`src/rtl/cache_axi_bridge_if.sv`:
```
// cache_axi_bridge_if
//   Groups the cache-side request/return signals and the five AXI channels
//   (AR, R, AW, W, B) that the bridge connects.
//   modport master : the bridge. It is a target for cache requests and an
//                    AXI master towards memory.
//   modport slave  : the environment, meaning the cache plus the AXI memory.
interface cache_axi_bridge_if;
  // cache read request / return
  logic        rd_req;
  logic [2:0]  rd_type;
  logic [31:0] rd_addr;
  logic        rd_rdy;
  logic        ret_valid;
  logic        ret_last;
  logic [31:0] ret_data;
  // cache write request
  logic        wr_req;
  logic [2:0]  wr_type;
  logic [31:0] wr_addr;
  logic [3:0]  wr_wstrb;
  logic [127:0] wr_data;
  logic        wr_rdy;
  // AXI AR
  logic [3:0]  arid;
  logic [31:0] araddr;
  logic [7:0]  arlen;
  logic [2:0]  arsize;
  logic [1:0]  arburst;
  logic        arvalid;
  logic        arready;
  // AXI R
  logic [3:0]  rid;
  logic [31:0] rdata;
  logic [1:0]  rresp;
  logic        rlast;
  logic        rvalid;
  logic        rready;
  // AXI AW
  logic [3:0]  awid;
  logic [31:0] awaddr;
  logic [7:0]  awlen;
  logic [2:0]  awsize;
  logic [1:0]  awburst;
  logic        awvalid;
  logic        awready;
  // AXI W
  logic [31:0] wdata;
  logic [3:0]  wstrb;
  logic        wlast;
  logic        wvalid;
  logic        wready;
  // AXI B
  logic [3:0]  bid;
  logic [1:0]  bresp;
  logic        bvalid;
  logic        bready;

  modport master (
    input  rd_req, rd_type, rd_addr,
    output rd_rdy, ret_valid, ret_last, ret_data,
    input  wr_req, wr_type, wr_addr, wr_wstrb, wr_data,
    output wr_rdy,
    output arid, araddr, arlen, arsize, arburst, arvalid,
    input  arready,
    input  rid, rdata, rresp, rlast, rvalid,
    output rready,
    output awid, awaddr, awlen, awsize, awburst, awvalid,
    input  awready,
    output wdata, wstrb, wlast, wvalid,
    input  wready,
    input  bid, bresp, bvalid,
    output bready
  );

  modport slave (
    output rd_req, rd_type, rd_addr,
    input  rd_rdy, ret_valid, ret_last, ret_data,
    output wr_req, wr_type, wr_addr, wr_wstrb, wr_data,
    input  wr_rdy,
    input  arid, araddr, arlen, arsize, arburst, arvalid,
    output arready,
    output rid, rdata, rresp, rlast, rvalid,
    input  rready,
    input  awid, awaddr, awlen, awsize, awburst, awvalid,
    output awready,
    input  wdata, wstrb, wlast, wvalid,
    output wready,
    output bid, bresp, bvalid,
    input  bready
  );
endinterface

```
`src/rtl/cache_axi_bridge.sv`:
```
// cache_axi_bridge
//   Converts cache read and write requests into AXI bursts.
//   Reads  : type 3'b110 is a 4-beat x 32-bit INCR line fill. Types
//            3'b000/001/010 are single beats of 1, 2 or 4 bytes. Returned R
//            beats go straight back to the cache on ret_*.
//   Writes : the 128-bit line or word is buffered at accept time and sent
//            out one 32-bit beat at a time, word0 first.
//   The read and write engines are independent. A read to a line that has a
//   write in flight, or that is being accepted in the same cycle, is held
//   off until that write has its B response.
// Ports
//   clk : clock, rising edge
//   rst : asynchronous active-high reset
//   bus : cache_axi_bridge_if.master (cache request/return and AXI AR/R/AW/W/B)
// Parameters
//   RD_ID : ARID driven on every read burst
//   WR_ID : AWID driven on every write burst
module cache_axi_bridge #(
  parameter logic [3:0] RD_ID = 4'd0,
  parameter logic [3:0] WR_ID = 4'd1
) (
  input  logic                clk,
  input  logic                rst,
  cache_axi_bridge_if.master  bus
);

  typedef enum logic [1:0] {R_IDLE, R_AR, R_DATA} rd_state_t;
  typedef enum logic [1:0] {W_IDLE, W_AW, W_DATA, W_RESP} wr_state_t;

  localparam logic [1:0] BURST_INCR = 2'b01;

  // Request-type decode
  function automatic logic is_line(input logic [2:0] t);
    return t == 3'b110;
  endfunction

  function automatic logic [7:0] burst_len(input logic [2:0] t);
    return is_line(t) ? 8'd3 : 8'd0;
  endfunction

  function automatic logic [2:0] burst_size(input logic [2:0] t);
    return is_line(t) ? 3'd2 : {1'b0, t[1:0]};
  endfunction

  function automatic logic [31:0] burst_addr(input logic [2:0] t, input logic [31:0] a);
    return is_line(t) ? {a[31:4], 4'b0000} : a;
  endfunction

  // Read engine state
  rd_state_t   rd_state;
  logic [31:0] ar_addr_q;
  logic [7:0]  ar_len_q;
  logic [2:0]  ar_size_q;
  logic        arvalid_q;
  logic        rready_q;

  // Write engine state
  wr_state_t    wr_state;
  logic [31:0]  aw_addr_q;
  logic [7:0]   aw_len_q;
  logic [2:0]   aw_size_q;
  logic [3:0]   wstrb_q;
  logic [127:0] wbuf_q;
  logic [1:0]   wcnt_q;
  logic         awvalid_q;
  logic         wvalid_q;
  logic         bready_q;

  logic        wr_rdy_w;
  logic        wr_accept;
  logic        hazard;
  logic        rd_rdy_w;
  logic        rd_accept;
  logic        w_last_beat;
  logic [31:0] wdata_w;

  assign wr_rdy_w  = (wr_state == W_IDLE);
  assign wr_accept = bus.wr_req & wr_rdy_w;

  // A read must not overtake a write to the same 16-byte line. That covers a
  // write already buffered and one being accepted in this very cycle. The
  // latched AW address keeps the raw [31:4] bits for both line and word writes.
  assign hazard = ((wr_state != W_IDLE) && (bus.rd_addr[31:4] == aw_addr_q[31:4])) ||
                  (wr_accept && (bus.rd_addr[31:4] == bus.wr_addr[31:4]));

  assign rd_rdy_w  = (rd_state == R_IDLE) & ~hazard;
  assign rd_accept = bus.rd_req & rd_rdy_w;

  // Read FSM: idle -> address -> data -> idle
  always_ff @(posedge clk or posedge rst) begin
    if (rst) begin
      rd_state  <= R_IDLE;
      ar_addr_q <= '0;
      ar_len_q  <= '0;
      ar_size_q <= '0;
      arvalid_q <= 1'b0;
      rready_q  <= 1'b0;
    end else begin
      case (rd_state)
        R_IDLE: begin
          if (rd_accept) begin
            ar_addr_q <= burst_addr(bus.rd_type, bus.rd_addr);
            ar_len_q  <= burst_len(bus.rd_type);
            ar_size_q <= burst_size(bus.rd_type);
            arvalid_q <= 1'b1;
            rd_state  <= R_AR;
          end
        end
        R_AR: begin
          if (bus.arready) begin
            arvalid_q <= 1'b0;
            rready_q  <= 1'b1;
            rd_state  <= R_DATA;
          end
        end
        R_DATA: begin
          if (bus.rvalid && bus.rlast) begin
            rready_q <= 1'b0;
            rd_state <= R_IDLE;
          end
        end
        default: begin
          arvalid_q <= 1'b0;
          rready_q  <= 1'b0;
          rd_state  <= R_IDLE;
        end
      endcase
    end
  end

  // The beat counter only needs 2 bits because bursts are 1 or 4 beats long.
  assign w_last_beat = ({6'b0, wcnt_q} == aw_len_q);

  // Write FSM: idle -> address -> data beats -> response -> idle
  always_ff @(posedge clk or posedge rst) begin
    if (rst) begin
      wr_state  <= W_IDLE;
      aw_addr_q <= '0;
      aw_len_q  <= '0;
      aw_size_q <= '0;
      wstrb_q   <= '0;
      wbuf_q    <= '0;
      wcnt_q    <= '0;
      awvalid_q <= 1'b0;
      wvalid_q  <= 1'b0;
      bready_q  <= 1'b0;
    end else begin
      case (wr_state)
        W_IDLE: begin
          if (wr_accept) begin
            aw_addr_q <= burst_addr(bus.wr_type, bus.wr_addr);
            aw_len_q  <= burst_len(bus.wr_type);
            aw_size_q <= burst_size(bus.wr_type);
            wstrb_q   <= is_line(bus.wr_type) ? 4'hF : bus.wr_wstrb;
            wbuf_q    <= bus.wr_data;
            awvalid_q <= 1'b1;
            wr_state  <= W_AW;
          end
        end
        W_AW: begin
          if (bus.awready) begin
            awvalid_q <= 1'b0;
            wvalid_q  <= 1'b1;
            wcnt_q    <= 2'd0;
            wr_state  <= W_DATA;
          end
        end
        W_DATA: begin
          if (bus.wready) begin
            if (w_last_beat) begin
              wvalid_q <= 1'b0;
              bready_q <= 1'b1;
              wr_state <= W_RESP;
            end else begin
              wcnt_q <= wcnt_q + 2'd1;
            end
          end
        end
        W_RESP: begin
          if (bus.bvalid) begin
            bready_q <= 1'b0;
            wr_state <= W_IDLE;
          end
        end
        default: begin
          awvalid_q <= 1'b0;
          wvalid_q  <= 1'b0;
          bready_q  <= 1'b0;
          wr_state  <= W_IDLE;
        end
      endcase
    end
  end

  // Beat select from the line buffer, word0 = bits 31:0
  always_comb begin
    wdata_w = wbuf_q[31:0];
    case (wcnt_q)
      2'd0: wdata_w = wbuf_q[31:0];
      2'd1: wdata_w = wbuf_q[63:32];
      2'd2: wdata_w = wbuf_q[95:64];
      2'd3: wdata_w = wbuf_q[127:96];
      default: wdata_w = wbuf_q[31:0];
    endcase
  end

  // Cache-side outputs. Returned data is a zero-latency pass-through of R.
  assign bus.rd_rdy    = rd_rdy_w;
  assign bus.wr_rdy    = wr_rdy_w;
  assign bus.ret_valid = bus.rvalid & (rd_state == R_DATA);
  assign bus.ret_last  = bus.rlast & (rd_state == R_DATA);
  assign bus.ret_data  = bus.rdata;

  // AXI read address and read data
  assign bus.arid    = RD_ID;
  assign bus.araddr  = ar_addr_q;
  assign bus.arlen   = ar_len_q;
  assign bus.arsize  = ar_size_q;
  assign bus.arburst = BURST_INCR;
  assign bus.arvalid = arvalid_q;
  assign bus.rready  = rready_q;

  // AXI write address, data and response
  assign bus.awid    = WR_ID;
  assign bus.awaddr  = aw_addr_q;
  assign bus.awlen   = aw_len_q;
  assign bus.awsize  = aw_size_q;
  assign bus.awburst = BURST_INCR;
  assign bus.awvalid = awvalid_q;
  assign bus.wdata   = wdata_w;
  assign bus.wstrb   = wstrb_q;
  assign bus.wlast   = wvalid_q & w_last_beat;
  assign bus.wvalid  = wvalid_q;
  assign bus.bready  = bready_q;

  // Response IDs and codes are not used by this bridge.
  logic unused_ok;
  assign unused_ok = ^{bus.rid, bus.rresp, bus.bid, bus.bresp};

endmodule

```
`src/flat_wrapper.sv`:
```
// flat-port wrapper written by rule: the top's interface ports become plain ports
module cache_axi_bridge_flat 
#(
  parameter logic [3:0] RD_ID = 4'd0,
  parameter logic [3:0] WR_ID = 4'd1
)
  (clk, rst, bus_rd_req, bus_rd_type, bus_rd_addr, bus_rd_rdy, bus_ret_valid, bus_ret_last, bus_ret_data, bus_wr_req, bus_wr_type, bus_wr_addr, bus_wr_wstrb, bus_wr_data, bus_wr_rdy, bus_arid, bus_araddr, bus_arlen, bus_arsize, bus_arburst, bus_arvalid, bus_arready, bus_rid, bus_rdata, bus_rresp, bus_rlast, bus_rvalid, bus_rready, bus_awid, bus_awaddr, bus_awlen, bus_awsize, bus_awburst, bus_awvalid, bus_awready, bus_wdata, bus_wstrb, bus_wlast, bus_wvalid, bus_wready, bus_bid, bus_bresp, bus_bvalid, bus_bready);
  cache_axi_bridge_if bus_i ();
  input  logic clk;
  input  logic rst;
  input wire logic [$bits(bus_i.rd_req)-1:0] bus_rd_req;
  input wire logic [$bits(bus_i.rd_type)-1:0] bus_rd_type;
  input wire logic [$bits(bus_i.rd_addr)-1:0] bus_rd_addr;
  output wire logic [$bits(bus_i.rd_rdy)-1:0] bus_rd_rdy;
  output wire logic [$bits(bus_i.ret_valid)-1:0] bus_ret_valid;
  output wire logic [$bits(bus_i.ret_last)-1:0] bus_ret_last;
  output wire logic [$bits(bus_i.ret_data)-1:0] bus_ret_data;
  input wire logic [$bits(bus_i.wr_req)-1:0] bus_wr_req;
  input wire logic [$bits(bus_i.wr_type)-1:0] bus_wr_type;
  input wire logic [$bits(bus_i.wr_addr)-1:0] bus_wr_addr;
  input wire logic [$bits(bus_i.wr_wstrb)-1:0] bus_wr_wstrb;
  input wire logic [$bits(bus_i.wr_data)-1:0] bus_wr_data;
  output wire logic [$bits(bus_i.wr_rdy)-1:0] bus_wr_rdy;
  output wire logic [$bits(bus_i.arid)-1:0] bus_arid;
  output wire logic [$bits(bus_i.araddr)-1:0] bus_araddr;
  output wire logic [$bits(bus_i.arlen)-1:0] bus_arlen;
  output wire logic [$bits(bus_i.arsize)-1:0] bus_arsize;
  output wire logic [$bits(bus_i.arburst)-1:0] bus_arburst;
  output wire logic [$bits(bus_i.arvalid)-1:0] bus_arvalid;
  input wire logic [$bits(bus_i.arready)-1:0] bus_arready;
  input wire logic [$bits(bus_i.rid)-1:0] bus_rid;
  input wire logic [$bits(bus_i.rdata)-1:0] bus_rdata;
  input wire logic [$bits(bus_i.rresp)-1:0] bus_rresp;
  input wire logic [$bits(bus_i.rlast)-1:0] bus_rlast;
  input wire logic [$bits(bus_i.rvalid)-1:0] bus_rvalid;
  output wire logic [$bits(bus_i.rready)-1:0] bus_rready;
  output wire logic [$bits(bus_i.awid)-1:0] bus_awid;
  output wire logic [$bits(bus_i.awaddr)-1:0] bus_awaddr;
  output wire logic [$bits(bus_i.awlen)-1:0] bus_awlen;
  output wire logic [$bits(bus_i.awsize)-1:0] bus_awsize;
  output wire logic [$bits(bus_i.awburst)-1:0] bus_awburst;
  output wire logic [$bits(bus_i.awvalid)-1:0] bus_awvalid;
  input wire logic [$bits(bus_i.awready)-1:0] bus_awready;
  output wire logic [$bits(bus_i.wdata)-1:0] bus_wdata;
  output wire logic [$bits(bus_i.wstrb)-1:0] bus_wstrb;
  output wire logic [$bits(bus_i.wlast)-1:0] bus_wlast;
  output wire logic [$bits(bus_i.wvalid)-1:0] bus_wvalid;
  input wire logic [$bits(bus_i.wready)-1:0] bus_wready;
  input wire logic [$bits(bus_i.bid)-1:0] bus_bid;
  input wire logic [$bits(bus_i.bresp)-1:0] bus_bresp;
  input wire logic [$bits(bus_i.bvalid)-1:0] bus_bvalid;
  output wire logic [$bits(bus_i.bready)-1:0] bus_bready;
  assign bus_i.rd_req = bus_rd_req;
  assign bus_i.rd_type = bus_rd_type;
  assign bus_i.rd_addr = bus_rd_addr;
  assign bus_rd_rdy = bus_i.rd_rdy;
  assign bus_ret_valid = bus_i.ret_valid;
  assign bus_ret_last = bus_i.ret_last;
  assign bus_ret_data = bus_i.ret_data;
  assign bus_i.wr_req = bus_wr_req;
  assign bus_i.wr_type = bus_wr_type;
  assign bus_i.wr_addr = bus_wr_addr;
  assign bus_i.wr_wstrb = bus_wr_wstrb;
  assign bus_i.wr_data = bus_wr_data;
  assign bus_wr_rdy = bus_i.wr_rdy;
  assign bus_arid = bus_i.arid;
  assign bus_araddr = bus_i.araddr;
  assign bus_arlen = bus_i.arlen;
  assign bus_arsize = bus_i.arsize;
  assign bus_arburst = bus_i.arburst;
  assign bus_arvalid = bus_i.arvalid;
  assign bus_i.arready = bus_arready;
  assign bus_i.rid = bus_rid;
  assign bus_i.rdata = bus_rdata;
  assign bus_i.rresp = bus_rresp;
  assign bus_i.rlast = bus_rlast;
  assign bus_i.rvalid = bus_rvalid;
  assign bus_rready = bus_i.rready;
  assign bus_awid = bus_i.awid;
  assign bus_awaddr = bus_i.awaddr;
  assign bus_awlen = bus_i.awlen;
  assign bus_awsize = bus_i.awsize;
  assign bus_awburst = bus_i.awburst;
  assign bus_awvalid = bus_i.awvalid;
  assign bus_i.awready = bus_awready;
  assign bus_wdata = bus_i.wdata;
  assign bus_wstrb = bus_i.wstrb;
  assign bus_wlast = bus_i.wlast;
  assign bus_wvalid = bus_i.wvalid;
  assign bus_i.wready = bus_wready;
  assign bus_i.bid = bus_bid;
  assign bus_i.bresp = bus_bresp;
  assign bus_i.bvalid = bus_bvalid;
  assign bus_bready = bus_i.bready;
  cache_axi_bridge #(.RD_ID(RD_ID), .WR_ID(WR_ID)) u_core (.clk(clk), .rst(rst), .bus(bus_i));
endmodule
```
`config.mk`:
```
export PLATFORM = sky130hd
export DESIGN_NAME = cache_axi_bridge_flat
export DESIGN_NICKNAME = d
export VERILOG_FILES = /design/src/rtl/cache_axi_bridge_if.sv /design/src/rtl/cache_axi_bridge.sv /design/src/flat_wrapper.sv
export SDC_FILE = /design/constraint.sdc
export NUM_CORES = 1
export LEC_CHECK = 0
export BUFFER_PORTS_ARGS = -buffer_cell sky130_fd_sc_hd__buf_2
export CAP_MARGIN = 20
export CORE_UTILIZATION = 36
export CTS_CLUSTER_DIAMETER = 80
export DETAILED_ROUTE_END_ITERATION = 12
export PLACE_DENSITY_LB_ADDON = 0.12
export SYNTH_ARGS = -nofsm -noshare
export SYNTH_HDL_FRONTEND = slang
export SYNTH_SLANG_ARGS = --single-unit
```
`constraint.sdc`:
```
create_clock -name clk -period 10.38 [get_ports clk]
set_clock_uncertainty 0.1 [all_clocks]
set_input_delay 2.595 -clock clk [delete_from_list [all_inputs] [get_ports clk]]
set_output_delay 2.595 -clock clk [all_outputs]
set_load 0.02 [all_outputs]
```
## Word level (Yosys, flattened, before mapping)

Index checks and enable logic that the tools add are counted.

| cells by class | value |
|---|---|
| reductions and logical operators | 21 |
| multiplexer cells | 39 |
| $lt $le $gt $ge | 0 |
| $mul | 0 |
| add/subtract/negate cells | 1 |
| shift operators | 0 |
| bitwise operators | 9 |
| div/mod/pow operators | 0 |
| equal/unequal tests | 22 |

Operators with widths:

| operator | number |
|---|---|
| $pmux 32 s4 | 1 |
| $eq 28x28->1 | 2 |
| $mux 2 | 15 |
| $mux 1 | 12 |
| $mux 4 | 3 |
| $ne 2x2->1 const B | 6 |
| $reduce_and 3->1 | 4 |
| $reduce_and 4->1 | 3 |
| $eq 2x2->1 const B | 5 |
| $eq 2x8->1 | 1 |
| $pmux 2 s4 | 1 |
| $reduce_bool 2->1 | 4 |
| $and 1x1->1 | 6 |
| $eq 2x1->1 const B | 3 |
| $eq 3x3->1 const B | 2 |
| $logic_not 2->1 | 3 |
| $ne 2x1->1 const B | 3 |
| $pmux 1 s2 | 3 |
| $pmux 1 s3 | 2 |
| $pmux 2 s3 | 1 |
| $reduce_and 5->1 | 1 |
| $pmux 2 s2 | 1 |
| $reduce_and 2->1 | 2 |
| $logic_and 1x1->1 | 3 |
| 3 further kinds | 5 |

| word-level totals | value |
|---|---|
| memory bits (writable) | 0 |
| word-level logic and storage cells | 108 |
| register bits after elaboration | 229 |
| memories kept | 0 |
| bits of input ports | 256 |
| output and inout bits | 176 |
| bits in read-only memories | 0 |
| latch bits | 0 |

## Depth between registers and ports, before layout

| logic depth | value |
|---|---|
| depth after elaboration | 9 |
| depth in mapped cells | 11 |
| depth with buffers taken out | 8 |

## Worst setup path after synthesis

No wires, ideal clock.

| path | value |
|---|---|
| kind | input to output |
| from | in bus_rd_addr[16] |
| to | out bus_rd_rdy |
| required time | 7685 ps |
| data arrival time | 3889 ps |
| path slack | 3796 ps |
| stages | 5 |
| buffers on the path | 0 |
| cell sequence | xor2_1 nor4_1 nand4_1 or4_4 and3_2 |

| between the ends | value |
|---|---|
| word-level cells in the longest chain between the ends | 5 |
| elaborated cells on any way between the ends | 7 |
| those cells by class | eq/ne (2); bitwise (2); reduce/logical (3) |

Ends and longest elaborated chain:

| element | RTL line | RTL |
|---|---|---|
| from (decl) | flat_wrapper.sv:13 | `input wire logic [$bits(bus_i.rd_addr)-1:0] bus_rd_addr;` |
| $eq 28x28->1 (on tied branches) | cache_axi_bridge.sv:83, cache_axi_bridge.sv:84 |  |
| $logic_and 1x1->1 (on tied branches) | cache_axi_bridge.sv:83, cache_axi_bridge.sv:84 |  |
| $logic_or 1x1->1 (*) | cache_axi_bridge.sv:83 | `assign hazard = ((wr_state != W_IDLE) && (bus.rd_addr[31:4] == aw_addr_q[31:4])) \|\|` |
| $not 1->1 (*) | cache_axi_bridge.sv:86 | `assign rd_rdy_w = (rd_state == R_IDLE) & ~hazard;` |
| $and 1x1->1 (*) | cache_axi_bridge.sv:86 |  |
| to (decl) | flat_wrapper.sv:14 | `output wire logic [$bits(bus_i.rd_rdy)-1:0] bus_rd_rdy;` |

Every way passes the cells marked *; elsewhere a longest branch is shown, timed or not.

## Worst setup path after layout

| path | value |
|---|---|
| from | in bus_wr_req |
| to | out bus_rd_rdy |

| between the ends | value |
|---|---|
| word-level cells in the longest chain between the ends | 5 |

Ends and longest elaborated chain:

| element | RTL line | RTL |
|---|---|---|
| from (decl) | flat_wrapper.sv:18 | `input wire logic [$bits(bus_i.wr_req)-1:0] bus_wr_req;` |
| $and 1x1->1 | cache_axi_bridge.sv:78 | `assign wr_accept = bus.wr_req & wr_rdy_w;` |
| $logic_and 1x1->1 | cache_axi_bridge.sv:84 | `(wr_accept && (bus.rd_addr[31:4] == bus.wr_addr[31:4]));` |
| $logic_or 1x1->1 | cache_axi_bridge.sv:83 |  |
| $not 1->1 | cache_axi_bridge.sv:86 |  |
| $and 1x1->1 | cache_axi_bridge.sv:86 |  |

Every way passes these cells.

==> results.md <==
* Vias post-DR at 8225
* Worst hold slack at 377 ps
* Cts repair resizes at 0
* VDD IR-drop max at 147 uV
* Asr flop ratio synth at 100%
* Max Cap Viol at 0
* Number of CTS-inserted buffers at 26
* Wire per inst at 17.1 um
* Mapped Cells at 1075
* CTS tree: built
* DP Cell Count at 1701
* WS Path Type: input port to output pin
* Starting DRT DRC Count at 582
* First-pass GRT wire length at 46100 um
* Hold-fix buffers, CTS at 0
* Synthesized area at 10200 um2
* Reg2reg setup slack at 6980 ps
* Top-count cell post-synth: nand2_1
* I/O pin cnt at 432
* Fin. Hold Viols at 0
* Final Setup Violations at 0
* Initial Util at 36.7%
* Vias/cell at 4.69
* Critical Path End Type: output pin
* Synth top area share at 52.3%
* CTS root buf: clkbuf_16
* Mux share of post-synthesis cell area at 7.97%
* WP data arrival at 4500 ps
* Area delta synth->final at 24.6%
* Fraction of layout cells with a size suffix above 1 at 30.6%
* RSZ-0062 raised after global routing: no
* DRT Pass-1 Iters at 7
* Layout Cells excl Fill at 1752
* Worst-Margin Slew at 1070 ps
* Startpoint types: input port
* Power density cells at 308 nW/um2
* Gp weighted congestion at 0.802
* Worst slew margin at 28.6%
* Core Area at 27800 um2
* Most frequent cells after synthesis: nand2_1 (429), dfrtp_1 (213), buf_4 (60), inv_1 (50), clkbuf_1 (45)
* Fill count at 2815
* Adder-Cell Fraction of Synth Area at 1.11%
* Min Tclk post-route at 7190 ps
* Hold Path Class: register to register
* Xor/xnor cell area share of the yosys netlist at 4.82%
* Max-slew violation count at 0
* Clk sink count at 213
* Final worst slack at 3190 ps
* YS warnings at 0
* Worst-case reg-to-reg path depth at 8
* Post-CTS setup buffer count at 0
* Most used DFF post-synth: dfrtp_1
* Area share of and/or/nand/nor cells after synthesis at 18.1%
* Distinct cells, synth at 38
* Final antenna-violating net count at 0
* GR Util All Layers at 20.5%
* Grt ovf at 0
* Pin count of the biggest net entering global routing at 98
* CTS clk-pin slew, worst paths at 50 ps
* Chip width at 170 um
* CP required at 7690 ps
* Placement Rows at 61
* Main combinational cell family by area after synthesis: simple AND/OR/NAND/NOR gates
* Synth Area per Inst at 9.48 um2
* Compound-Gate Fraction of Synth Area at 6.77%
* Post-synth EDFFs at 0
* Fmax at 139 MHz
* CTS Buffer Depth at 3
* Vias in the first global route at 8130
* Outcome: complete, no violations
* Synth area leaders: dfrtp_1 (52%), nand2_1 (16%), buf_4 (4.4%), mux2i_1 (3.7%), mux2_4 (3.7%)
* I/O Buffers at 329
* Setup WS pre-CTS at 3160 ps
* Residual DRC count at 0
* Routed WL at 30000 um
* Synth Register Bits at 213
* Initial antenna violation count at 7
* Synth area leader: dfrtp_1
* Die area at 29000 um2
* Setup TNS at 0 ps
* Sequential-to-total area share from yosys stat at 52.3%
* Worst-Skew Late Latency at 520 ps
* DPL Wire Length at 20400 um
* Die Span Y at 170 um
* Fin nets at 1617
* Max H-tree Level at 1
* WHS Path Cells at 2
* Fin crit share at 69.3%
* Crit Path Max Fanout at 69
* Leak at 0.00685 uW
## state kept, by name (all words and copies together), names as in the netlist, 2 cells and up
name and flops:
u_core.wbuf_q 128, u_core.bus.araddr 32, u_core.bus.awaddr 32, u_core.bus.wstrb 4
u_core.bus.arsize 2, u_core.bus.awsize 2, u_core.rd_state 2, u_core.wcnt_q 2
u_core.wr_state 2
## through the flow
stage          cell area (um2)  power [uW]  util (%)
6_report                 12700        3910      45.7
5_1_grt                  12700        4190      45.7
4_1_cts                  12700        3960      45.5
3_5_place_dp             11800        3010      42.4
3_3_place_gp             11800        2990      42.4
2_1_floorplan            10300        2530         -
## routing by layer
layer,up-vias,part of all wire (%),track usage [%]
li1,3971,-,-
met1,3915,44,27.9
met2,269,46,32.5
met3,62,6.7,4.79
met4,8,2.5,6.23
met5,-,0.16,0
## cell type report
class	instances	area (um2)	share of cell area, %
Timing Repair Buffer	339	1740	13.7
Inverter	50	195	1.54
Clock inverter	10	105	0.828
Antenna cell	3	7.51	0.0592
Tap cell	378	473	3.73
Clock buffer	37	773	6.09
Multi-Input combinational cell	722	4060	32.0
Sequential cell	213	5330	42.0
## kinds of logic (layout without fill, tap and decap cells)
family,Yosys count,in the layout
other cells,2,29
xor+xnor,56,56
buf+inv,164,436
flops,213,213
mux,68,68
fa+ha+maj,9,9
simple gates,468,468
compound gates,95,95
## cells in the final DEF (no fill, tap or decap), types with 2 or more instances in the layout
cell        Yosys  layout
a21oi_1         5       5
a222oi_1       32      32
a22o_1          4       4
a41oi_1         2       2
and3_1          3       3
buf_2           0     329
buf_4          60       9
bufinv_16       0       2
clkbuf_1       45       4
clkbuf_16       0      27
clkbuf_8        0       6
clkinv_2        0       6
clkinvlp_4      0       2
conb_1          2      26
dfrtp_1       213     213
diode_2         0       3
ha_1            9       8
inv_1          50      49
mux2_2          5       5
mux2_4         25      25
mux2i_1        38      38
nand2_1       429     428
nand3_1         2       2
nand3b_1        2       2
nand4_1         9       9
nor2_1          7       7
nor2b_1         2       2
nor4_1          8       8
o21ai_0        43      43
o22a_1          4       4
xnor2_1        28      28
xor2_1         28      28
## worst paths after layout
| kind | from | end |
|---|---|---|
| setup / recovery | bus_wr_req | bus_rd_rdy |
| hold / removal | u_core.wbuf_q[96] | u_core.wbuf_q[96] |
| setup reg to reg | u_core.wr_state[0] | u_core.bus.araddr[4] |
| hold reg to reg | u_core.wbuf_q[96] | u_core.wbuf_q[96] |
| max in group asynchronous | rst | u_core.wbuf_q[103] |
| min in group asynchronous | rst | u_core.bus.wstrb[0] |
## critical path, stage by stage
cell and delay (ps):
buf_2 160, and2_4 620, nand2_1 120, nor4_1 230
nand4_1 290, and3_2 290, buf_2 160
## report_power, final
part | internal [uW] | switching [uW]
Clock | 565 | 357
Combinational | 578 | 965
Sequential | 1220 | 223
No activity file was read; power rests on OpenSTA's default activity.
